[config.mk]
export PLATFORM = sky130hd
export DESIGN_NAME = uart_tx_rr_arbiter
export DESIGN_NICKNAME = d
export VERILOG_FILES = /design/src/rtl/uart_tx_rr_arbiter.sv
export SDC_FILE = /design/constraint.sdc
export NUM_CORES = 1
export LEC_CHECK = 0
export BUFFER_PORTS_ARGS = -buffer_cell sky130_fd_sc_hd__buf_2
export CAP_MARGIN = 20
export CORE_ASPECT_RATIO = 0.8
export CORE_MARGIN = 10
export CORE_UTILIZATION = 45
export CTS_BUF_LIST = sky130_fd_sc_hd__clkbuf_16
export CTS_CLUSTER_SIZE = 40
export DETAILED_ROUTE_END_ITERATION = 8
export GPL_TIMING_DRIVEN = 0
export PLACE_DENSITY_LB_ADDON = 0.15
export REMOVE_ABC_BUFFERS = 1
export SLEW_MARGIN = 20
export SYNTH_ARGS = -nofsm -noshare
export SYNTH_HDL_FRONTEND = slang
export SYNTH_SLANG_ARGS = --single-unit
[constraint.sdc]
create_clock -name clk -period 2.5 [get_ports clk]
set_clock_uncertainty 0.2 [all_clocks]
set_input_delay 0.5 -clock clk [delete_from_list [all_inputs] [get_ports clk]]
set_output_delay 0.5 -clock clk [all_outputs]
set_load 0.03 [all_outputs]
[src/rtl/uart_tx_rr_arbiter.sv]
// uart_tx_rr_arbiter
//
// Shares one uart_transmitter between N requesters. A pending request is
// picked round-robin, its byte is latched onto tx_data and tx_start is
// pulsed for one cycle. The transmitter's busy flag is then tracked through
// the frame, and the winner gets a one-cycle ack when the frame ends. If
// busy never rises within BUSY_TO cycles of tx_start, the transfer is
// abandoned and the winner gets ack together with err. Priority then
// rotates to the requester after the winner.
//
// Ports
//   clk       system clock
//   rst       synchronous active-high reset
//   req       per-requester request, held high until its ack
//   req_data  flattened bytes, requester k owns [k*WIDTH +: WIDTH]
//   ack       one-cycle pulse, winner's byte finished or abandoned
//   grant     one-hot owner of the current transfer, zero when idle
//   tx_data   latched byte to the transmitter
//   tx_start  one-cycle start pulse to the transmitter
//   tx_busy   busy flag from the transmitter
//   err       one-cycle pulse when busy failed to rise in time
//
// state     | meaning
// ----------+-----------------------------------------------------------
// IDLE      | no transfer; arbitrate among pending requests
// START     | tx_start is high this cycle; timeout counter is cleared
// WAIT_BUSY | waiting for tx_busy to rise; counts toward BUSY_TO
// WAIT_DONE | frame in flight; ack when tx_busy falls

module uart_tx_rr_arbiter #(
    parameter int N       = 4,
    parameter int WIDTH   = 8,
    parameter int BUSY_TO = 8
) (
    input  logic                 clk,
    input  logic                 rst,
    input  logic [N-1:0]         req,
    input  logic [N*WIDTH-1:0]   req_data,
    output logic [N-1:0]         ack,
    output logic [N-1:0]         grant,
    output logic [WIDTH-1:0]     tx_data,
    output logic                 tx_start,
    input  logic                 tx_busy,
    output logic                 err
);

    localparam int PW = (N > 1) ? $clog2(N) : 1;
    localparam int CW = $clog2(BUSY_TO + 1);
    // The counter is compared before it increments, so the timeout fires on
    // the cycle it steps to BUSY_TO-1. That places ack/err exactly BUSY_TO
    // cycles after the tx_start cycle.
    localparam logic [CW-1:0] CNT_LAST = CW'(BUSY_TO - 2);

    typedef enum logic [1:0] {
        IDLE      = 2'd0,
        START     = 2'd1,
        WAIT_BUSY = 2'd2,
        WAIT_DONE = 2'd3
    } state_t;

    state_t           state, state_nxt;
    logic [PW-1:0]    ptr, ptr_nxt;
    logic [PW-1:0]    win, win_nxt;
    logic [PW-1:0]    ptr_adv;
    logic [CW-1:0]    cnt, cnt_nxt;
    logic [N-1:0]     grant_nxt, ack_nxt;
    logic [WIDTH-1:0] tx_data_nxt;
    logic             tx_start_nxt, err_nxt;

    logic [N-1:0]     req_elig;
    logic             pick_vld;
    logic [PW-1:0]    pick;

    // The requester being acked this cycle still shows req high until it
    // reacts to ack, so it is masked out of the IDLE scan that follows.
    always_comb begin
        int idx;
        idx      = 0;
        req_elig = req & ~ack;
        pick_vld = 1'b0;
        pick     = '0;
        for (int i = 0; i < N; i++) begin
            idx = int'(ptr) + i;
            if (idx >= N) begin
                idx = idx - N;
            end
            if (!pick_vld && req_elig[idx]) begin
                pick_vld = 1'b1;
                pick     = PW'(idx);
            end
        end
    end

    always_comb begin
        if (int'(win) >= N - 1) begin
            ptr_adv = '0;
        end else begin
            ptr_adv = win + PW'(1);
        end
    end

    always_comb begin
        state_nxt    = state;
        ptr_nxt      = ptr;
        win_nxt      = win;
        cnt_nxt      = cnt;
        grant_nxt    = grant;
        ack_nxt      = '0;
        err_nxt      = 1'b0;
        tx_start_nxt = 1'b0;
        tx_data_nxt  = tx_data;

        case (state)
            IDLE: begin
                if (pick_vld) begin
                    win_nxt         = pick;
                    grant_nxt       = '0;
                    grant_nxt[pick] = 1'b1;
                    tx_data_nxt     = req_data[pick*WIDTH +: WIDTH];
                    tx_start_nxt    = 1'b1;
                    state_nxt       = START;
                end
            end
            START: begin
                cnt_nxt   = '0;
                state_nxt = WAIT_BUSY;
            end
            WAIT_BUSY: begin
                if (tx_busy) begin
                    state_nxt = WAIT_DONE;
                end else begin
                    cnt_nxt = cnt + CW'(1);
                    if (cnt == CNT_LAST) begin
                        ack_nxt[win] = 1'b1;
                        err_nxt      = 1'b1;
                        grant_nxt    = '0;
                        ptr_nxt      = ptr_adv;
                        state_nxt    = IDLE;
                    end
                end
            end
            WAIT_DONE: begin
                if (!tx_busy) begin
                    ack_nxt[win] = 1'b1;
                    grant_nxt    = '0;
                    ptr_nxt      = ptr_adv;
                    state_nxt    = IDLE;
                end
            end
            default: begin
                state_nxt = IDLE;
            end
        endcase
    end

    always_ff @(posedge clk) begin
        if (rst) begin
            state    <= IDLE;
            ptr      <= '0;
            win      <= '0;
            cnt      <= '0;
            grant    <= '0;
            ack      <= '0;
            err      <= 1'b0;
            tx_start <= 1'b0;
            tx_data  <= '0;
        end else begin
            state    <= state_nxt;
            ptr      <= ptr_nxt;
            win      <= win_nxt;
            cnt      <= cnt_nxt;
            grant    <= grant_nxt;
            ack      <= ack_nxt;
            err      <= err_nxt;
            tx_start <= tx_start_nxt;
            tx_data  <= tx_data_nxt;
        end
    end

endmodule

==> run summary <==
Counting the buffers created by CTS gives 3. The tools report the total routing resource utilization after global routing as 0.118. Entering global routing, the biggest net connects 20 pins. The global-route congestion overflow total is 0. Area share of the largest cell type after synthesis: 0.350.

CTS saw 28 sinks. Setup violations remaining at the end of the flow were counted as 0. The worst-case headroom to the max-slew limit is 0.595, and the post-layout instance count excluding filler cells is 280. Setup repair after global routing left no endpoint under its margin. The tree is rooted in a sky130_fd_sc_hd__clkbuf_16. For the detailed-routing iteration count for the pre-antenna-repair pass, the log shows 6. The floorplan step defined a die boundary enclosing 6360 µm². The number of synthesized register bits was 28; the power density normalized to cell area was 698 nW/µm². Summing every instance area after synthesis gives 1600 µm². The first routing iteration left 57 violations. H-tree level count: 1.

The logs give 0.467 for the starting density of the core and 0 for the number of warnings printed during yosys synthesis. For the number of antenna violations at the first check in global routing, the log shows 0. The number of antenna diodes in the final layout is 0. The logs give 2.47 ns for the data required time at the worst endpoint and 2030 µm² for the final instance area. The setup path with the least slack is of type reg2reg. The area growth from synthesis to layout is 26.7%. After detailed routing, the average wire length per cell comes to 14.0 µm. Among all cell types in the netlist, the one instantiated most often is sky130_fd_sc_hd__dfxtp_1.

The overall die height is 73.3 µm, and the global-route wire length before repair is 6240 µm. The run gives 0 as the final count of hold timing violations. Once placement completed, the tool counted placed cells totaling 276. The startpoint class of the critical path is a register. Placer's final routability congestion estimate: 0.800. Across the run, the number of max-cap violations was 0. Using the TritonRoute via totals, the vias-per-cell ratio works out to 5.28. The worst-case IR drop observed on VDD is 0.623 mV. Clock-pin slew was measured on the worst setup and hold paths at 0.07 ns. After synthesis, the mean cell area works out to 8.65 µm².

The worst min-delay path category was reg2reg. The overall power after layout came out at 1410 µW. The slew at the pin closest to its max-slew limit was 0.602 ns; the post-cts hold buffer count was 0.

The number of library cell types mapped by synthesis is 44, and the number of nets in the layout is 289. Summed over all nets, the half-perimeter wirelength after detailed placement is 3120 µm. After detailed placement, the total cell area comes to 1900 µm².

For this design the static power due to leakage is 0.000932 µW. The part of the cycle the worst path needs works out to 0.920. Measured along the x axis, the die boundary spans 86.7 µm. For the number of nets with antenna violations after routing, the log shows 0. The routed design has 3930 µm of wire. In this run the worst path has a maximum fanout of 12. The number of global-route vias before repair is 1358, and the boundary pin count is 57. The share of synthesized flip-flops with an asynchronous set or reset is 0. Yosys attributes the largest share of cell area to sky130_fd_sc_hd__dfxtp_1 35%, sky130_fd_sc_hd__ha_1 8.6%, sky130_fd_sc_hd__mux2i_1 6.9%. The fraction of layout cells with a size suffix above 1 is 0.332, and the arrival time reported for the critical path endpoint is 2.27 ns. The flow ran to the end, and the final reports show no timing, DRC or antenna violations. Counting the fill cells in the layout gives 326. Detailed routing inserted a total of 1478 vias.

The core region is 3420 µm². The share of the yosys chip area belonging to registers is 0.350. The worst setup path is captured at a register. The number of enable flip-flop cells after synthesis was 0; the number of buffers added on ports was 56.

The logs give 19 for the cell row count and 0 for the residual DRC count. Timing would allow up to 435 MHz. The gate count after technology mapping came out at 185. The top flip-flop cell by instance count after synthesis is sky130_fd_sc_hd__dfxtp_1. For the maximum buffer depth of the clock tree, the log shows 2. Largest area contributor in the synthesized netlist: sky130_fd_sc_hd__dfxtp_1. TritonCTS built the clock tree. The tools report the number of pins exceeding their max-slew limit in the final report as 0. For the worst-skew pair, the clock arrives at the later sink with an insertion delay of 0.26 ns. Sorting the synthesized cells by how often they occur yields 28 x sky130_fd_sc_hd__dfxtp_1, 26 x sky130_fd_sc_hd__nor2_1, 16 x sky130_fd_sc_hd__inv_1. Time the final worst path needs with I/O delays and setup: 2.30 ns.
-- path summary, 6_finish.rpt --
check	startpoint	endpoint	slack, ns	cells after the start
setup / recovery	ptr[0]	tx_data[5]	0.20	6
hold / removal	tx_data[7]	tx_data[7]	0.26	2
setup reg to reg	ptr[0]	tx_data[5]	0.20	6
hold reg to reg	tx_data[7]	tx_data[7]	0.26	2
-- layout by cell type (no fill, tap or decap), types with 2 or more instances in the layout --
cell / instances
sky130_fd_sc_hd__or2_2: 3
sky130_fd_sc_hd__ha_1: 11
sky130_fd_sc_hd__a221oi_2: 2
sky130_fd_sc_hd__a221oi_1: 2
sky130_fd_sc_hd__o221ai_1: 7
sky130_fd_sc_hd__dfxtp_1: 28
sky130_fd_sc_hd__nand2_1: 14
sky130_fd_sc_hd__a21oi_1: 7
sky130_fd_sc_hd__nand3_1: 2
sky130_fd_sc_hd__o21ai_0: 3
sky130_fd_sc_hd__buf_2: 56
sky130_fd_sc_hd__clkbuf_16: 3
sky130_fd_sc_hd__nor2_1: 26
sky130_fd_sc_hd__nor3_1: 2
sky130_fd_sc_hd__a32oi_1: 2
sky130_fd_sc_hd__a22oi_1: 9
sky130_fd_sc_hd__nand2b_1: 2
sky130_fd_sc_hd__inv_1: 16
sky130_fd_sc_hd__a211oi_1: 2
sky130_fd_sc_hd__nor2b_2: 2
sky130_fd_sc_hd__a311oi_1: 3
sky130_fd_sc_hd__mux2i_1: 11
sky130_fd_sc_hd__a31oi_1: 2
-- registers in the layout (all words and copies together), names as in the netlist --
name / cells
tx_start: 1
ack: 4
ptr: 2
win: 2
err: 1
cnt: 4
tx_data: 8
grant: 4
state: 2
-- critical path: stages (launching register included) --
cell and delay (ns):
sky130_fd_sc_hd__dfxtp_1 0.37, sky130_fd_sc_hd__nor3b_1 0.36, sky130_fd_sc_hd__a211oi_2 0.12, sky130_fd_sc_hd__o21ai_4 0.42
sky130_fd_sc_hd__nor2b_4 0.38, sky130_fd_sc_hd__a221oi_2 0.11, sky130_fd_sc_hd__a221oi_2 0.25
-- stage by stage --
| step | util | setup TNS (ns) | hold slack (ns) | setup WS [ns] |
|---|---|---|---|---|
| finish | 0.592 | 0 | 0.261 | 0.200 |
| global route | 0.592 | 0 | 0.289 | 0.0101 |
| CTS | 0.588 | 0 | 0.264 | 0.0772 |
| detailed placement | 0.554 | -3.42 | 0.246 | -0.419 |
| global placement | 0.553 | -7.44 | 0.242 | -0.840 |
| floorplan | - | -1.04 | 0.258 | -0.175 |
-- routing by layer --
| metal | vias up | global-route usage | routed length (µm) |
|---|---|---|---|
| met5 | - | 0 | 0 |
| met4 | 0 | 0.0269 | 18 |
| met3 | 2 | 0.0464 | 260 |
| met2 | 31 | 0.187 | 1840 |
| met1 | 676 | 0.148 | 1810 |
| li1 | 769 | - | - |
-- report_power, final --
group	total [µW]	switching (µW)	internal, µW
logic	425	266	159
registers	524	30.0	494
clock network	465	147	319
-- what timing repair did --
action / CTS / global route
buffers inserted: 0 / 0
pin swaps: 0 / 0
endpoints found under the setup margin: 9 / 8
resized for setup: 2 / 4
-- layout make-up --
class / count / area (µm²) / area share
Clock buffer: 3 / 75.1 / 0.0370
Clock inverter: 1 / 30.0 / 0.0148
Inverter: 17 / 65.1 / 0.0321
Multi-Input combinational cell: 133 / 963 / 0.475
Sequential cell: 28 / 561 / 0.277
Tap cell: 42 / 52.6 / 0.0259
Timing Repair Buffer: 56 / 280 / 0.138
-- kinds of logic (layout without fill, tap and decap cells) --
group	count (synthesis)	in the layout	share of synthesized area
muxes	12	12	0.0758
adders and majority gates	11	11	0.0860
and+or+nand+nor	65	65	0.205
AOI/OAI and AO/OA	45	45	0.217
buffers and inverters	24	77	0.0657
DFF	28	28	0.350
Note: power is estimated with default switching activity, not from simulation.
